--- src/rtl/spi_controller.sv ---
// rtl/spi_controller.sv - SPI mode-0 register-write controller
// Sends {1, addr[6:0], data[7:0]} MSB first with nCS setup, hold and gap sequencing.
module spi_controller #(
   parameter int CLK_DIV    = 4,
   parameter int GAP_CYCLES = 8
) (
   input  logic       clk,
   input  logic       rst_n,
   input  logic       cmd_valid,
   output logic       cmd_ready,
   input  logic [6:0] cmd_addr,
   input  logic [7:0] cmd_data,
   output logic       busy,
   output logic       done,
   output logic       SCLK,
   output logic       COPI,
   output logic       nCS
);

   if (CLK_DIV < 4) begin : g_div_chk
      $error("CLK_DIV must be >= 4");
   end
   if (GAP_CYCLES < 4) begin : g_gap_chk
      $error("GAP_CYCLES must be >= 4");
   end

   localparam int MAXLEN = (CLK_DIV > GAP_CYCLES) ? CLK_DIV : GAP_CYCLES;
   localparam int CW     = $clog2(MAXLEN) + 1;
   localparam logic [CW-1:0] DIV_LAST = CW'(CLK_DIV - 1);
   // The IDLE accept cycle is the last nCS-high cycle, so GAP itself is one shorter.
   localparam logic [CW-1:0] GAP_LAST = CW'(GAP_CYCLES - 2);

   typedef enum logic [2:0] {
      S_IDLE,
      S_SETUP,
      S_SHIFT_HI,
      S_SHIFT_LO,
      S_HOLD,
      S_GAP
   } state_t;

   state_t        state_q, state_d;
   logic [CW-1:0] cnt_q, cnt_d;
   logic [4:0]    bit_q, bit_d;
   logic [15:0]   shift_q, shift_d;
   logic          done_d;
   logic          phase_end;
   logic          in_frame_d;
   logic          sclk_q, copi_q, ncs_q, done_q, busy_q, rdy_q;

   always_comb begin
      state_d   = state_q;
      cnt_d     = cnt_q + CW'(1);
      bit_d     = bit_q;
      shift_d   = shift_q;
      done_d    = 1'b0;
      phase_end = (cnt_q == DIV_LAST);
      case (state_q)
         S_IDLE: begin
            cnt_d = '0;
            if (cmd_valid && rdy_q) begin
               state_d = S_SETUP;
               shift_d = {1'b1, cmd_addr, cmd_data};
               bit_d   = 5'd16;
            end
         end
         S_SETUP: begin
            if (phase_end) begin
               state_d = S_SHIFT_HI;
               cnt_d   = '0;
            end
         end
         S_SHIFT_HI: begin
            if (phase_end) begin
               state_d = S_SHIFT_LO;
               cnt_d   = '0;
               bit_d   = bit_q - 5'd1;
               // Next bit appears on COPI together with the SCLK fall.
               if (bit_d != 5'd0) begin
                  shift_d = {shift_q[14:0], 1'b0};
               end
            end
         end
         S_SHIFT_LO: begin
            if (phase_end) begin
               cnt_d   = '0;
               state_d = (bit_q == 5'd0) ? S_HOLD : S_SHIFT_HI;
            end
         end
         S_HOLD: begin
            if (phase_end) begin
               state_d = S_GAP;
               cnt_d   = '0;
               done_d  = 1'b1;
            end
         end
         S_GAP: begin
            if (cnt_q == GAP_LAST) begin
               state_d = S_IDLE;
               cnt_d   = '0;
            end
         end
         default: begin
            state_d = S_IDLE;
            cnt_d   = '0;
         end
      endcase
      in_frame_d = (state_d == S_SETUP) || (state_d == S_SHIFT_HI) ||
                   (state_d == S_SHIFT_LO) || (state_d == S_HOLD);
   end

   // Outputs are registered from the next state so the pins never glitch.
   always_ff @(posedge clk or negedge rst_n) begin
      if (!rst_n) begin
         state_q <= S_IDLE;
         cnt_q   <= '0;
         bit_q   <= '0;
         shift_q <= '0;
         sclk_q  <= 1'b0;
         copi_q  <= 1'b0;
         ncs_q   <= 1'b1;
         done_q  <= 1'b0;
         busy_q  <= 1'b0;
         rdy_q   <= 1'b0;
      end else begin
         state_q <= state_d;
         cnt_q   <= cnt_d;
         bit_q   <= bit_d;
         shift_q <= shift_d;
         sclk_q  <= (state_d == S_SHIFT_HI);
         copi_q  <= in_frame_d & shift_d[15];
         ncs_q   <= ~in_frame_d;
         done_q  <= done_d;
         busy_q  <= (state_d != S_IDLE);
         rdy_q   <= (state_d == S_IDLE);
      end
   end

   assign cmd_ready = rdy_q;
   assign busy      = busy_q;
   assign done      = done_q;
   assign SCLK      = sclk_q;
   assign COPI      = copi_q;
   assign nCS       = ncs_q;

endmodule

--- config.mk ---
export PLATFORM = sky130hd
export DESIGN_NAME = spi_controller
export DESIGN_NICKNAME = d
export VERILOG_FILES = /design/src/rtl/spi_controller.sv
export SDC_FILE = /design/constraint.sdc
export NUM_CORES = 1
export LEC_CHECK = 0
export ABC_CLOCK_PERIOD_IN_PS = 3160
export BUFFER_PORTS_ARGS = -buffer_cell sky130_fd_sc_hd__buf_4
export CAP_MARGIN = 30
export CORE_ASPECT_RATIO = 0.75
export CORE_UTILIZATION = 55
export CTS_CLUSTER_DIAMETER = 40
export CTS_CLUSTER_SIZE = 20
export DETAILED_ROUTE_END_ITERATION = 12
export PLACE_DENSITY = 0.78
export SETUP_SLACK_MARGIN = 0.4
export SLEW_MARGIN = 20
export SYNTH_ARGS = -nofsm -noshare
export SYNTH_HDL_FRONTEND = slang
export SYNTH_SLANG_ARGS = --single-unit
--- constraint.sdc ---
create_clock -name clk -period 3.16 [get_ports clk]
set_input_delay 0.158 -clock clk [delete_from_list [all_inputs] [get_ports clk]]
set_output_delay 0.158 -clock clk [all_outputs]
set_load 0.01 [all_outputs]
==> flow_metrics.tcl, run 1 <==
set metrics [dict create \
    synth-seq-cells 34 \
    synth_area_leader_cell "dfrtp_1" \
    dieArea_sq_mm 0.00321 \
    p_leak_nw 1.04 \
    post_cts_buffers 0 \
    pre_cts_ws_ps 1140 \
    htreeDepth 2 \
    fin_tns_setup_ps 0 \
    antenna_found_initial 0 \
    drive_gt1_frac 0.241 \
    routed_wl_microns 3120 \
    globalplace.congestion 0.823 \
    via_count 1218 \
    rr_worst_depth 6 \
    die_w_microns 65.1 \
    final-seq-area_sq_um 852 \
    worstReg2RegEnd "shift_q[12]$_DFFE_PN0P_" \
    min_to "shift_q[0]$_DFFE_PN0P_" \
    area_delta_synth_final_pct 17.4 \
    clkTransAtPathRegs_ps 70 \
    yosysUniqueCellTypes 41 \
    via_per_inst 5.91 \
    clockBufferDepth 2 \
    cts_sinks 34 \
    fin_nets 191 \
    hp-class "input port to register" \
    grt_max_degree 35 \
    critical_path_class "register to register" \
    cts_resized 0 \
    worst_setup_path_start_kind "register" \
    fin_cells 206 \
    setup_ws_ps 1110 \
    worstSetupEndpointType "register" \
    core.rowCount 16 \
    synth-edff-count 0 \
    final_util 0.709 \
    cts_hold_buf 1 \
    design.core.area_sq_mm 0.00272 \
    drc 0 \
    whs_path_depth 2 \
    avgSynthCellArea_sq_um 11.6 \
    max_freq_mhz 488 \
    yosys.area.top_type_share 0.502 \
    synth_ff_type "dfrtp_1" \
    fin_crit_ps 2050 \
    irDropWorstVdd_v 0.000247 \
    finalMaxSlewViolations 0 \
    power.density_mw_per_mm2 404 \
    grt.overflow.total 0 \
    postRouteAntennaNets 0 \
    synth_area_leaders "dfrtp_1 (50%), a22o_1 (8.0%), a21o_1 (6.4%), ha_1 (3.0%), nor4_4 (2.6%)" \
    cts_inserted_buffers 5 \
    cts_root_buf "clkbuf_8" \
    syn-cell-area_sq_mm 0.00164 \
    ys_seq_area_frac 0.518 \
    setup_violations 0 \
    hold_viol 0 \
    num_io_pins 24 \
    die_height_microns 49.4 \
    syn-instance-count 142 \
    wire_per_inst_microns 15.1 \
    maxCapViolCount 0 \
    status "finished, final reports clean" \
    clock_skew_ps 7.22 \
    drt_pass1_iterations 4 \
    clkLatencyLatePin_ps 280 \
    r2r_start "cnt_q[0]$_DFF_PN0_" \
    cts_tree "yes" \
    required_ps 3380 \
    multi_input_area_sq_um 733 \
    tightest_slew_ps 594 \
    synth-async-reset-ratio 1.00 \
    yosys_warnings 0 \
    arrival_ps 2270 \
    dp_hpwl_microns 2230 \
    rsz0062_at_grt "false" \
    worstPathMaxFanout 14 \
    fillers 205 \
    diodes 0 \
    hold_start "cmd_data[0]" \
    max_slew_margin 0.604 \
    post-route-period-util 0.649 \
    dp.cells 197 \
    grt_pass1_wl_microns 5330 \
    portBuffers 23 \
    grt_use_total 0.227 \
    r2r_setup_slack_ps 1110 \
    drt_iter0_drc 93 \
    grt_pass1_vias 1147 \
    start_util 0.604 \
    synth_nets 164 \
]
layout by cell type (no fill, tap or decap), types with 2 or more instances in the layout:
master    count
clkbuf_8      6
nor2_1       10
a21o_1       14
nand2b_1      6
o22ai_1       2
ha_1          4
nor2_2        2
xor2_1        3
dfrtp_1      33
or3_1         2
a22o_1       15
nand2_1       6
buf_4        24
nor2b_1       2
nand3_1       2
o21ai_0       7
nor4_4        2
inv_1         5
sequential cells by signal, indices dropped and copies added (netlist names), 3 cells and up:
signal / cells
shift_q: 16
state_q: 3
bit_q: 5
cnt_q: 4
metal layers:
layer / GRT usage / vias to the layer above / routed length, microns
met2: 0.359 / 42 / 1480
met4: 0.0797 / 0 / 40
met1: 0.296 / 602 / 1420
li1: - / 568 / -
met3: 0.0678 / 6 / 184
met5: 0 / - / 0
cells in the mapped netlist (all sizes together), types with 3 or more instances:
master,number
nand2b,6
nand2,6
buf,5
o21ai,8
inv,5
ha,4
a22o,15
nor2,13
xor2,3
a21o,14
nand3,3
dfrtp,33
nor4,3
report_power, final:
group	leakage (nW)	internal (mW)	switching, mW
registers	0.436	0.435	0
clock network	0.0482	0.175	0.144
logic	0.555	0.0142	0.0115
total	1.04	0.625	0.156
cells by family (layout without fill, tap and decap cells):
logic type               Yosys count  after routing  share of synthesized area
AO/OA/AOI/OAI                     46             46                      0.217
XOR/XNOR                           4              4                     0.0213
adder cells (fa/ha/maj)            4              4                     0.0304
buffers and inverters             10             38                     0.0358
flip-flops                        34             34                      0.518
multiplexers                       1              1                    0.00609
AND/OR/NAND/NOR                   43             43                      0.171
worst max-delay path by stage:
stage | slack, ps | to | from | depth (start not counted)
floorplan | 1270 | shift_q[8]$_DFFE_PN0P_ | bit_q[0]$_DFFE_PN0P_ | 8
CTS | 1120 | shift_q[12]$_DFFE_PN0P_ | cnt_q[0]$_DFF_PN0_ | 6
global route | 920 | shift_q[1]$_DFFE_PN0P_ | cnt_q[0]$_DFF_PN0_ | 6
detailed placement | 1140 | shift_q[12]$_DFFE_PN0P_ | cnt_q[0]$_DFF_PN0_ | 6
finish | 1110 | shift_q[12]$_DFFE_PN0P_ | cnt_q[0]$_DFF_PN0_ | 6
global placement | 1190 | shift_q[0]$_DFFE_PN0P_ | bit_q[0]$_DFFE_PN0P_ | 7
worst max-delay path: stages, from the launching register on:
cell and delay, ps:
dfrtp_1 380, ha_1 220, nor3b_2 320, nand3_2 220
nor2_2 520, a22o_1 240, a21o_1 90
area by class of cell:
class / instances / area share
flip-flops and latches: 34 / 0.441
repair buffers: 25 / 0.0985
inverters: 5 / 0.00972
well taps: 36 / 0.0233
multi-input cells: 98 / 0.380
clock buffers: 7 / 0.0447
clock inverters: 1 / 0.00259
metrics by stage:
stage                     hold slack, ps  power [mW]  instance area [sq um]
after detailed placement             124       0.469                   1830
after global placement               117       0.468                   1830
final                                100       0.781                   1930
after global routing                 115       0.812                   1930
after floorplan                     -138       0.444                   1640
after CTS                           93.9       0.790                   1930
No activity file was read; power rests on OpenSTA's default activity.
==> run 2, diff against run 1 <==
--- a/config.mk
+++ b/config.mk
@@ -5,7 +5,8 @@
 export SDC_FILE = /design/constraint.sdc
 export NUM_CORES = 1
 export LEC_CHECK = 0
-export ABC_CLOCK_PERIOD_IN_PS = 3160
+export ABC_AREA = 1
+export ABC_CLOCK_PERIOD_IN_PS = 2110
 export BUFFER_PORTS_ARGS = -buffer_cell sky130_fd_sc_hd__buf_4
 export CAP_MARGIN = 30
 export CORE_ASPECT_RATIO = 0.75
==> constraint.sdc (replaced) <==
create_clock -name clk -period 2.11 [get_ports clk]
set_input_delay 0.1055 -clock clk [delete_from_list [all_inputs] [get_ports clk]]
set_output_delay 0.1055 -clock clk [all_outputs]
set_load 0.01 [all_outputs]
==> run 2 against run 1 <==
Compared with the run above: global-route usage grew 3.5 points; wire length grew 34%; combinational power grew 52%; critical path depth grew 5; cell count grew 33%; sequential cell count is the same; worst hold slack lost 63 ps; die area grew 6.9%; design area grew 17%; register-to-register slack lost 720 ps; synthesized cell count grew 40%; largest cell class unchanged; largest power group unchanged; highest routed layer unchanged.
==> flow_metrics.tcl, run 2 <==
set metrics [dict create \
    status "finished, final reports clean" \
    via_count 1507 \
    synth_area_leaders "dfrtp_1 (47%), nand3_1 (9.9%), nand2_1 (8.3%), inv_1 (5.3%), nand2b_1 (5.0%)" \
    drt_pass1_iterations 5 \
    synth_ff_type "dfrtp_1" \
    dp_hpwl_microns 2650 \
    max_slew_margin 0.714 \
    setup_ws_ps 384 \
    fin_nets 257 \
    syn-cell-area_sq_mm 0.00176 \
    antenna_found_initial 0 \
    min_to "shift_q[8]$_DFFE_PN0P_" \
    critPathTopFamily "simple AND/OR/NAND/NOR gates" \
    die_w_microns 67.4 \
    grt_pass1_vias 1361 \
    grt.overflow.total 0 \
    avgSynthCellArea_sq_um 8.85 \
    netlist_top_cells_count "nand2_1 (39), nand3_1 (35), dfrtp_1 (33), inv_1 (25), nand2b_1 (14)" \
    yosys_warnings 0 \
    clkTransAtPathRegs_ps 70 \
    grt_max_degree 35 \
    synth-edff-count 0 \
    whs_path_depth 3 \
    maxCapViolCount 0 \
    worst_path_max_delay_cell "dfrtp_1" \
    reg.largest.list "shift_q x16, bit_q x5, cnt_q x4" \
    htreeDepth 2 \
    via_per_inst 5.50 \
    worstReg2RegEnd "shift_q[6]$_DFFE_PN0P_" \
    dieArea_sq_mm 0.00344 \
    tightest_slew_ps 429 \
    r2r_start "bit_q[0]$_DFFE_PN0P_" \
    worst_setup_path_start_kind "register" \
    core.rowCount 17 \
    layout_common_cells "nand2_1 (34), nand3_1 (33), dfrtp_1 (32), buf_4 (29), inv_1 (22)" \
    synth_most_common_cell "nand2_1" \
    ys_seq_area_frac 0.484 \
    hold_viol 0 \
    num_io_pins 24 \
    cts_sinks 34 \
    p_leak_nw 1.15 \
    cts_inserted_buffers 5 \
    rr_worst_depth 11 \
    arrival_ps 1950 \
    cts_tree "yes" \
    cts_root_buf "clkbuf_8" \
    clockBufferDepth 2 \
    synth-async-reset-ratio 1.00 \
    largest_reg_flops 16 \
    die_height_microns 51.0 \
    cp.buffers_inverters 3 \
    power.density_mw_per_mm2 555 \
    fillers 183 \
    grt_pass1_wl_microns 6330 \
    place_area_sq_mm 0.00197 \
    yosysUniqueCellTypes 30 \
    final_util 0.751 \
    required_ps 2330 \
    top_register "shift_q" \
    start_util 0.587 \
    multi_input_area_sq_um 852 \
    hold_start "cmd_addr[0]" \
    area_delta_synth_final_pct 27.8 \
    crit_start "bit_q[0]$_DFFE_PN0P_" \
    synth_nets 221 \
    diodes 0 \
    post-route-period-util 0.818 \
    pre_cts_ws_ps 272 \
    synth_area_leader_cell "dfrtp_1" \
    portBuffers 23 \
    total_power_mw 1.25 \
    final_common_cell "nand2_1" \
    syn-instance-count 199 \
    max_freq_mhz 579 \
    setup_violations 0 \
    globalplace.congestion 0.920 \
    drt_iter0_drc 115 \
    clkLatencyLatePin_ps 290 \
    design.core.area_sq_mm 0.00300 \
    yosys.area.top_type_share 0.469 \
    fin_crit_ps 1730 \
    synth-seq-cells 34 \
    drive_gt1_frac 0.322 \
    postRouteAntennaNets 0 \
    worstPathMaxFanout 6 \
    hp-class "input port to register" \
    routed_wl_microns 4180 \
    worstSetupEndpointType "register" \
    cp_cell_sequence "inv_2, ha_4, inv_2, nand2_2, nand3_2, nor2_4, nand2_4, o21ai_4, clkbuf_16, nand2_1, nand3_1" \
    critical_path_class "register to register" \
    cpPeakStageDelay_ps 390 \
    fin_area_sq_mm 0.00225 \
    cpMostUsedCell "inv_2" \
    fin_tns_setup_ps 0 \
    rsz0062_at_grt "true" \
    wire_per_inst_microns 15.3 \
    irDropWorstVdd_v 0.000424 \
    grt_use_total 0.262 \
    r2r_setup_slack_ps 380 \
    finalMaxSlewViolations 0 \
    clock_skew_ps 3.73 \
    drc 0 \
    final-seq-area_sq_um 853 \
]
[run 2: worst max-delay path by stage]
stage	slack, ps	endpoint	depth (start not counted)
3_5_place_dp	270	shift_q[1]$_DFFE_PN0P_	10
2_1_floorplan	540	shift_q[10]$_DFFE_PN0P_	11
6_report	380	shift_q[6]$_DFFE_PN0P_	11
4_1_cts	420	shift_q[1]$_DFFE_PN0P_	11
3_3_place_gp	390	shift_q[0]$_DFFE_PN0P_	10
5_1_grt	330	shift_q[13]$_DFFE_PN0P_	11
[run 2: timing repair]
item                                    4_1_cts  5_1_grt
resized for setup                             5       17
gates cloned                                  0        1
setup buffers                                 3        3
hold buffers                                  1        0
hold endpoints to repair                     33        0
endpoints found under the setup margin       17       20
pin swaps                                     2        4
[run 2: per-stage QoR]
stage,cells,hold slack [ps]
floorplan,199,-190
global placement,258,71.7
detailed placement,258,78.9
CTS,270,34.9
global route,274,37.0
finish,274,37.6
[run 2: cells by family after synthesis]
kind of cell / share of synthesized area
AND/OR/NAND/NOR: 0.352
adder cells (fa/ha/maj): 0.0284
buffers and inverters: 0.0732
XOR/XNOR: 0.0192
flip-flops: 0.484
AO/OA/AOI/OAI: 0.0433
[run 2: tightest hold or removal path: stages]
cell      delay [ps]
buf_4             80
nand2b_1          40
nand3_1           70
[run 2: layout make-up]
cell class / count / share of cell area
timing repair buffer: 33 / 0.126
tap: 38 / 0.0211
multi-input combinational: 134 / 0.379
clock buffer: 8 / 0.0489
sequential: 34 / 0.379
inverter: 27 / 0.0461
[run 2: power breakdown]
group / leakage, nW / switching, mW / internal [mW]
registers: 0.389 / 0 / 0.652
logic: 0.700 / 0.0180 / 0.0210
clock network: 0.0575 / 0.228 / 0.329
total: 1.15 / 0.246 / 1.00
[run 2: layer usage]
layer,vias up,share of wire,track usage
li1,700,-,-
met1,726,0.45,0.351
met2,69,0.46,0.395
met3,12,0.057,0.0670
met4,0,0.028,0.124
met5,-,0,0
==> run 3, diff against run 2 <==
--- a/config.mk
+++ b/config.mk
@@ -6,15 +6,15 @@
 export NUM_CORES = 1
 export LEC_CHECK = 0
 export ABC_AREA = 1
-export ABC_CLOCK_PERIOD_IN_PS = 2110
+export ABC_CLOCK_PERIOD_IN_PS = 1500
 export BUFFER_PORTS_ARGS = -buffer_cell sky130_fd_sc_hd__buf_4
 export CAP_MARGIN = 30
 export CORE_ASPECT_RATIO = 0.75
-export CORE_UTILIZATION = 55
+export CORE_UTILIZATION = 51
 export CTS_CLUSTER_DIAMETER = 40
 export CTS_CLUSTER_SIZE = 20
 export DETAILED_ROUTE_END_ITERATION = 12
-export PLACE_DENSITY = 0.78
+export PLACE_DENSITY = 0.76
 export SETUP_SLACK_MARGIN = 0.4
 export SLEW_MARGIN = 20
 export SYNTH_ARGS = -nofsm -noshare
==> constraint.sdc (replaced) <==
create_clock -name clk -period 1.5 [get_ports clk]
set_input_delay 0.075 -clock clk [delete_from_list [all_inputs] [get_ports clk]]
set_output_delay 0.075 -clock clk [all_outputs]
set_load 0.01 [all_outputs]
==> run 3 against run 2 <==
Compared with the run above: the flow now finishes with violations (negative setup slack); die area up 7.6%; design area up 13%; utilization is 2.3 points higher; sequential cell count is the same; first-iteration DRC count down 33%; sequential share of layout area fell by 4.3 points; critical endpoint is now shift_q[0]$_DFFE_PN0P_; largest power group unchanged.
==> flow_metrics.tcl, run 3 (synthesis results as in run 2) <==
set metrics [dict create \
    required_ps 1710 \
    worstPathMaxFanout 15 \
    die_w_microns 69.9 \
    finalMaxSlewViolations 0 \
    maxCapViolCount 0 \
    setup_violations 17 \
    cts_root_buf "clkbuf_8" \
    max_freq_mhz 614 \
    hp-class "input port to register" \
    globalplace.congestion 0.749 \
    critical_path_class "register to register" \
    fin_nets 279 \
    hold_viol 0 \
    drt_pass1_iterations 4 \
    wire_per_inst_microns 15.7 \
    clkTransAtPathRegs_ps 70 \
    arrival_ps 1840 \
    final_common_cell "buf_4" \
    top_register "shift_q" \
    dp_hpwl_microns 2470 \
    rsz0062_at_grt "true" \
    via_count 1571 \
    p_leak_nw 1.26 \
    max_slew_margin 0.709 \
    routed_wl_microns 4670 \
    grt_pass1_vias 1532 \
    grt_max_degree 35 \
    hold_ws_ps 8.36 \
    worst_setup_path_start_kind "register" \
    dieArea_sq_mm 0.00370 \
    irDropWorstVdd_v 0.000794 \
    clockBufferDepth 2 \
    antenna_found_initial 0 \
    drc 0 \
    start_util 0.536 \
    portBuffers 23 \
    reg.largest.list "shift_q x16, bit_q x5, cnt_q x4" \
    largest_reg_flops 16 \
    clock_skew_ps 4.88 \
    gr-max-usage-layer "met2" \
    design.core.area_sq_mm 0.00329 \
    use_met3 0.0914 \
    layout_common_cells "buf_4 (41), dfrtp_1 (31), nand3_1 (29), nand2_1 (28), inv_1 (20)" \
    core.rowCount 18 \
    fin_crit_ps 1630 \
    use_met2 0.431 \
    grt.overflow.total 0 \
    postRouteAntennaNets 0 \
    grt_pass1_wl_microns 7050 \
    cts_inserted_buffers 5 \
    diodes 0 \
    via_per_inst 5.27 \
    cts_sinks 34 \
    drt_iter0_drc 77 \
    area_delta_synth_final_pct 44.3 \
    drive_gt1_frac 0.434 \
    grt_use_total 0.260 \
    post-route-period-util 1.09 \
    r2r_setup_slack_ps -130 \
    setup_ws_ps -128 \
    status "complete, but fails checks" \
    clkLatencyLatePin_ps 300 \
    tightest_slew_ps 436 \
    power.density_mw_per_mm2 665 \
    failed_checks "negative setup slack" \
    die_height_microns 52.9 \
    gr-usage-met1 0.320 \
    cts_tree "yes" \
    htreeDepth 2 \
    num_io_pins 24 \
    pre_cts_ws_ps -75.8 \
    worstSetupEndpointType "register" \
]
run 3: through the flow:
stage / util / instance area, sq um / power [mW] / TNS (ps) / instances
2_1_floorplan: - / 1830 / 0.935 / 0 / 199
3_3_place_gp: 0.651 / 2140 / 0.986 / -68.3 / 271
5_1_grt: 0.773 / 2540 / 1.74 / -2390 / 298
3_5_place_dp: 0.651 / 2140 / 0.987 / -88.7 / 271
6_report: 0.773 / 2540 / 1.69 / -748 / 298
4_1_cts: 0.735 / 2420 / 1.70 / -268 / 293
run 3: area by class of cell:
class / count / area [sq um]
Sequential cell: 34 / 855
Timing Repair Buffer: 55 / 480
Clock buffer: 7 / 86.3
Fill cell: 189 / 746
Multi-Input combinational cell: 134 / 962
Tap cell: 40 / 50.0
Inverter: 27 / 104
Clock inverter: 1 / 5.00
run 3: repair_timing:
| item | CTS | global route |
|---|---|---|
| hold buffers | 5 | 0 |
| cloned | 0 | 0 |
| pin swaps | 7 | 5 |
| hold endpoints to repair | 37 | 0 |
| setup endpoints to repair | 33 | 34 |
| setup buffers | 9 | 5 |
| resized for setup | 20 | 29 |
run 3: report_power, final:
group          internal [mW]  total, mW  switching, mW
sequential             0.917      0.917              0
clock                  0.370      0.710          0.340
combinational         0.0363     0.0641         0.0278
run 3: routing by layer:
metal	up-vias	share of wire	routed length, microns
li1	748	-	-
met1	747	0.43	2020
met2	61	0.49	2310
met3	15	0.046	217
met4	0	0.026	121
met5	-	0	0
run 3: critical path: stages (launching register included):
cell,delay [ps]
dfrtp_1,370
inv_2,90
ha_4,170
nand2_2,70
nand2_2,80
nand2_2,60
nor2_2,110
nand2_2,100
o21ai_4,160
buf_12,150
nand2_1,80
o21ai_1,110
run 3: worst paths after layout:
kind / depth (start not counted) / startpoint / to
max: 11 / bit_q[1]$_DFFE_PN0P_ / shift_q[0]$_DFFE_PN0P_
min: 3 / cmd_addr[0] / shift_q[8]$_DFFE_PN0P_
max reg2reg: 11 / bit_q[1]$_DFFE_PN0P_ / shift_q[0]$_DFFE_PN0P_
min reg2reg: 2 / shift_q[11]$_DFFE_PN0P_ / shift_q[11]$_DFFE_PN0P_
max in group asynchronous: 2 / rst_n / cnt_q[0]$_DFF_PN0_
min in group asynchronous: 2 / rst_n / cmd_ready$_DFF_PN0_
